--- src/rtl/ps2_note_pkg.sv ---
// Shared types and constants for the PS/2 note receiver: frame states,
// scan-code prefixes and the key-to-frequency table.
package ps2_note_pkg;

    typedef enum logic [1:0] {
        StIdle   = 2'd0,
        StData   = 2'd1,
        StParity = 2'd2,
        StStop   = 2'd3
    } frame_state_e;

    localparam logic [7:0] CODE_BREAK = 8'hF0;
    localparam logic [7:0] CODE_EXT   = 8'hE0;

    localparam int unsigned KEY_COUNT = 8;

    localparam logic [7:0] KEY_CODE [KEY_COUNT] = '{
        8'h1C, 8'h1B, 8'h23, 8'h2B, 8'h34, 8'h33, 8'h3B, 8'h42
    };

    localparam int unsigned KEY_HZ [KEY_COUNT] = '{
        262, 294, 330, 349, 392, 440, 494, 523
    };

endpackage

--- src/rtl/ps2_sync_filter.sv ---
// Two-flop synchroniser plus run-length glitch filter for one PS/2 line;
// also flags the cycle in which the filtered level falls.
module ps2_sync_filter #(
    parameter int unsigned FILTER_LEN = 8
) (
    input  logic clk,
    input  logic rst_n,
    input  logic raw,
    output logic level,
    output logic fall
);

    localparam int unsigned CNT_W = $clog2(FILTER_LEN + 1);

    logic [1:0]       sync_q;
    logic [CNT_W-1:0] cnt_q;
    logic             level_q;
    logic             fall_q;

    // cnt_q counts consecutive synchronised samples that disagree with level_q
    always_ff @(posedge clk or negedge rst_n) begin
        if (!rst_n) begin
            sync_q  <= 2'b11;
            cnt_q   <= '0;
            level_q <= 1'b1;
            fall_q  <= 1'b0;
        end else begin
            sync_q <= {sync_q[0], raw};
            fall_q <= 1'b0;
            if (sync_q[1] == level_q) begin
                cnt_q <= '0;
            end else if (cnt_q == CNT_W'(FILTER_LEN - 1)) begin
                cnt_q   <= '0;
                level_q <= sync_q[1];
                fall_q  <= level_q;
            end else begin
                cnt_q <= cnt_q + CNT_W'(1);
            end
        end
    end

    assign level = level_q;
    assign fall  = fall_q;

endmodule

--- src/rtl/ps2_note_receiver.sv ---
// PS/2 keyboard frame receiver with a make/break decoder that turns a small
// set of keys into a tone half-period (last key pressed wins).
module ps2_note_receiver
    import ps2_note_pkg::*;
#(
    parameter int unsigned CLK_HZ      = 50_000_000,
    parameter int unsigned FILTER_LEN  = 8,
    parameter int unsigned TIMEOUT_CYC = 100_000,
    parameter int unsigned NOTE_W      = 18
) (
    input  logic              CLK,
    input  logic              RSTn,
    input  logic              ps2c,
    input  logic              ps2d,
    output logic              code_valid,
    output logic [7:0]        code_byte,
    output logic              frame_err,
    output logic              note_on,
    output logic [NOTE_W-1:0] FinalNote
);

    localparam int unsigned TMO_W = $clog2(TIMEOUT_CYC + 1);

    logic c_fall, c_level, d_level, d_fall;

    ps2_sync_filter #(.FILTER_LEN(FILTER_LEN)) u_filt_c (
        .clk   (CLK),
        .rst_n (RSTn),
        .raw   (ps2c),
        .level (c_level),
        .fall  (c_fall)
    );

    ps2_sync_filter #(.FILTER_LEN(FILTER_LEN)) u_filt_d (
        .clk   (CLK),
        .rst_n (RSTn),
        .raw   (ps2d),
        .level (d_level),
        .fall  (d_fall)
    );

    logic unused_ok;
    assign unused_ok = ^{c_level, d_fall};

    // Half-period table, fixed at elaboration
    logic [NOTE_W-1:0] period_tab [KEY_COUNT];

    for (genvar g = 0; g < KEY_COUNT; g++) begin : g_tab
        localparam longint unsigned PERIOD = longint'(CLK_HZ) / (2 * longint'(KEY_HZ[g]));
        if (PERIOD > ((64'd1 << NOTE_W) - 64'd1)) begin : g_too_wide
            $error("note period does not fit in NOTE_W bits");
        end
        assign period_tab[g] = PERIOD[NOTE_W-1:0];
    end

    frame_state_e state;
    logic [2:0]       bit_cnt;
    logic [7:0]       shift;
    logic             par;
    logic [TMO_W-1:0] tmo;

    always_ff @(posedge CLK or negedge RSTn) begin
        if (!RSTn) begin
            state      <= StIdle;
            bit_cnt    <= '0;
            shift      <= '0;
            par        <= 1'b0;
            tmo        <= '0;
            code_valid <= 1'b0;
            frame_err  <= 1'b0;
            code_byte  <= '0;
        end else begin
            code_valid <= 1'b0;
            frame_err  <= 1'b0;
            if (state == StIdle) begin
                tmo <= '0;
                if (c_fall && !d_level) begin
                    state   <= StData;
                    bit_cnt <= '0;
                end
            end else if (c_fall) begin
                tmo <= '0;
                case (state)
                    StData: begin
                        shift   <= {d_level, shift[7:1]};
                        bit_cnt <= bit_cnt + 3'd1;
                        if (bit_cnt == 3'd7) state <= StParity;
                    end
                    StParity: begin
                        par   <= d_level;
                        state <= StStop;
                    end
                    StStop: begin
                        state <= StIdle;
                        if ((^{shift, par}) && d_level) begin
                            code_valid <= 1'b1;
                            code_byte  <= shift;
                        end else begin
                            frame_err <= 1'b1;
                        end
                    end
                    default: state <= StIdle;
                endcase
            end else if (tmo == TMO_W'(TIMEOUT_CYC - 1)) begin
                state     <= StIdle;
                frame_err <= 1'b1;
                tmo       <= '0;
            end else begin
                tmo <= tmo + TMO_W'(1);
            end
        end
    end

    logic       key_hit;
    logic [2:0] key_idx;

    always_comb begin
        key_hit = 1'b0;
        key_idx = '0;
        for (int i = 0; i < KEY_COUNT; i++) begin
            if (code_byte == KEY_CODE[i]) begin
                key_hit = 1'b1;
                key_idx = 3'(i);
            end
        end
    end

    logic       brk_pend, ext_pend;
    logic [7:0] held_key;
    logic       is_held;

    assign is_held = note_on && (held_key == code_byte);

    always_ff @(posedge CLK or negedge RSTn) begin
        if (!RSTn) begin
            brk_pend  <= 1'b0;
            ext_pend  <= 1'b0;
            held_key  <= '0;
            note_on   <= 1'b0;
            FinalNote <= '0;
        end else if (code_valid) begin
            if (code_byte == CODE_BREAK) begin
                brk_pend <= 1'b1;
            end else if (code_byte == CODE_EXT) begin
                ext_pend <= 1'b1;
            end else begin
                brk_pend <= 1'b0;
                ext_pend <= 1'b0;
                // Extended codes never touch the note outputs
                if (!ext_pend && key_hit) begin
                    if (!brk_pend) begin
                        if (!is_held) begin
                            note_on   <= 1'b1;
                            FinalNote <= period_tab[key_idx];
                            held_key  <= code_byte;
                        end
                    end else if (is_held) begin
                        note_on   <= 1'b0;
                        FinalNote <= '0;
                    end
                end
            end
        end
    end

endmodule
--- config.mk ---
export PLATFORM = sky130hd
export DESIGN_NAME = ps2_note_receiver
export DESIGN_NICKNAME = d
export VERILOG_FILES = /design/src/rtl/ps2_note_pkg.sv /design/src/rtl/ps2_sync_filter.sv /design/src/rtl/ps2_note_receiver.sv
export SDC_FILE = /design/constraint.sdc
export NUM_CORES = 1
export LEC_CHECK = 0
export CAP_MARGIN = 10
export CORE_UTILIZATION = 33
export CTS_CLUSTER_DIAMETER = 120
export DETAILED_ROUTE_END_ITERATION = 16
export HOLD_SLACK_MARGIN = 0.02
export PLACE_DENSITY = 0.51
export SLEW_MARGIN = 20
export SYNTH_ARGS = -nofsm -noshare
export SYNTH_HDL_FRONTEND = slang
export SYNTH_SLANG_ARGS = --single-unit
--- constraint.sdc ---
create_clock -name CLK -period 6.02 [get_ports CLK]
set_clock_uncertainty 0.15 [all_clocks]
set_input_delay 0.903 -clock CLK [delete_from_list [all_inputs] [get_ports CLK]]
set_output_delay 0.903 -clock CLK [all_outputs]
set_load 0.05 [all_outputs]
==> qor.txt <==
Status: finished clean
Met3 routed WL: 238 µm
Met1 WL: 3860 µm
Worst-Margin Slew: 805 ps
Cells after Synth: 378
Lkg Pwr: 2.21 nW
Post-synth cell types: 60
Nets: 425
P_int: 0.00100 W
Initial antenna violation count: 0
Delay of the slowest critical-path stage: 910 ps
Worst-skew pair later-pin latency: 330 ps
Net switching power: 0.000334 W
Via Count: 2,723
Max Clk Rate: 337 MHz
Reg2reg setup slack: 3120 ps
Final antenna-violating net count: 0
Setup violators final: 0
CTS max path bufs: 2
Clock power frac: 0.415
Final Hold Vio Count: 0
Max_cap viols: 0
CP arrival: 1910 ps
R2R depth: 7
Largest net degree at the start of global routing: 64
Most frequent cells after synthesis: dfrtp_1 (76), nor2_1 (37), nand2_1 (27), mux2_2 (21)
Share of power burned in registers: 0.477
Fin crit share: 0.493
Number of global-route vias before repair: 2,700
Synth Flop Type: dfrtp_1
Sum of negative setup slack: 0 ps
Cell family with most CP delay: buffers and inverters
CP Cell Sequence: clkdlybuf4s50_1
CTS tree: done
Floorplan Core Area: 12,600 µm²
DRT Wirelength: 7760 µm
Power Total: 0.00133 W
Area delta synth->final: 16.6%
CP startpoint kind: register
# rows: 41
Synthesized Nets: 399
Setup Fix Bufs, Post-CTS: 0
DIE HEIGHT: 116 µm
Avg Cell Area, Syn: 11.2 µm²
Vias per inst: 4.69
Clock-pin slew on the worst setup and hold paths: 60 ps
DRC: 0
Uppermost layer routed: met4
Worst Hold Launch: u_filt_c.sync_q[0]$_DFF_PN1_
Share of cells above drive strength 1: 0.166
Count leader, synth: dfrtp_1
DR WL met2: 3600 µm
Register area share after synthesis: 0.484
DRT Pass-1 Iters: 4
Critical path's slowest cell: clkdlybuf4s50_1
Comb pwr share: 0.109
Reg2reg end: FinalNote[2]$_DFFE_PN0P_
Sink Count: 82
Crit path capture type: primary output
Routability cong.: 0.767
Inserted Clock Buffers: 9
Type of the most critical hold path: reg -> reg
Critical path type: reg -> out
Synth area leaders: dfrtp_1 (45%), mux2_4 (5.7%), mux2_2 (5.6%)
Global-route wire length before repair: 13,500 µm
Sw frac: 0.250
Post-Syn Area: 4250 µm²
Post-synth top area share: 0.447
Initial core utilization: 0.338
Die W: 116 µm
Yosys Warn Count: 0
Crit Reg-Reg Startpoint: code_byte[5]$_DFFE_PN0P_
Post-synth EDFFs: 0
Crit Path Max Fanout: 15
Max-slew headroom: 0.464
Iter 0 DRT Violations: 103
Hold Path End: u_filt_c.sync_q[1]$_DFF_PN1_
Io pins: 33
Final Critical Period: 2970 ps
Hold depth: 0
# diodes: 0
Grt total ovfl: 0
Area leader, netlist: dfrtp_1
CTS hold repair buffers: 0
Seq cells post-synth: 82
Root buffer cell: clkbuf_16
Routed WL per cell: 13.4 µm
Critical path buffers and inverters: 1
GRT Overall Usage: 0.130
H-Tree Depth: 3
Die area: 13,300 µm²
Port Buffers: 31
Final Max Slew Viols: 0
Resized Gates After CTS: 0
WP data required: 4970 ps
Pwr/cell area: 269 nW/µm²
VDD IR max: 0.000168 V
Setup repair after global routing missed its margin: no
Fraction of registers with async set/reset: 1.00
Hpwl dp: 5370 µm
state kept, by name, summed over array words and instances, names as in the netlist, 3 cells and up:
name,count
held_key,8
tmo,17
code_byte,8
u_filt_c.cnt_q,4
shift,8
FinalNote,15
bit_cnt,3
u_filt_d.cnt_q,4
kinds of logic (layout without fill, tap and decap cells):
kind of cell    count (synthesis)  after routing  synth area share
mux                            41             41             0.122
compound gates                 48             48            0.0771
simple gates                  124            124             0.150
other cells                     1              1          0.000882
buf+inv                        32             63            0.0421
fa+ha+maj                      17             17            0.0500
xor+xnor                       33             33            0.0745
flops                          82             82             0.484
metal layers:
metal | up-vias | global-route usage
met5 | - | 0
met1 | 1327 | 0.174
met2 | 35 | 0.204
met3 | 7 | 0.0361
met4 | 0 | 0.0390
li1 | 1354 | -
cell usage in the layout (no fill, tap or decap), types with 9 or more instances in the layout:
cell	netlist	layout
nor3_1	12	12
mux2_2	21	21
ha_1	17	17
nand2_1	27	27
inv_1	15	15
mux2_4	16	16
nand3_1	10	10
dfrtp_1	76	76
clkdlybuf4s50_1	0	30
a21oi_1	14	14
o21ai_0	13	13
nor2_1	37	37
clkbuf_16	0	9
xnor2_1	14	14
xor2_1	17	17
area by class of cell:
type	count	area (µm²)
Fill cell	1238	7610
Timing Repair Buffer	32	315
Inverter	15	56.3
Multi-Input combinational cell	264	2010
Tap cell	172	215
Sequential cell	82	2060
Clock buffer	14	264
Clock inverter	2	35.0
how the worst max path moves through the flow:
stage	startpoint	to	cells past startpoint
after floorplan	code_byte[5]$_DFFE_PN0P_	FinalNote[11]$_DFFE_PN0P_	9
after global placement	code_byte[5]$_DFFE_PN0P_	FinalNote[3]$_DFFE_PN0P_	7
after detailed placement	code_byte[5]$_DFFE_PN0P_	FinalNote[2]$_DFFE_PN0P_	7
after CTS	code_byte[4]$_DFFE_PN0P_	code_byte[4]	1
after global routing	code_byte[5]$_DFFE_PN0P_	FinalNote[2]$_DFFE_PN0P_	7
final	code_byte[4]$_DFFE_PN0P_	code_byte[4]	1
power groups by stage:
stage	Clock, W	Sequential [W]	Combinational, W
2_1_floorplan	0	0.000637	0.000113
3_3_place_gp	0	0.000644	0.000144
3_5_place_dp	0	0.000645	0.000148
4_1_cts	0.000573	0.000636	0.000149
5_1_grt	0.000593	0.000643	0.000173
6_report	0.000553	0.000636	0.000145
stage by stage:
stage / hold slack [ps] / worst slack, ps / utilization / area (µm²) / std cells
2_1_floorplan: 195 / 3090 / - / 4250 / 378
3_3_place_gp: 196 / 3150 / 0.371 / 4660 / 565
3_5_place_dp: 200 / 3100 / 0.371 / 4660 / 565
4_1_cts: 209 / 3020 / 0.395 / 4960 / 581
5_1_grt: 211 / 2950 / 0.395 / 4960 / 581
6_report: 207 / 3050 / 0.395 / 4960 / 581
No activity file was read; power rests on OpenSTA's default activity.
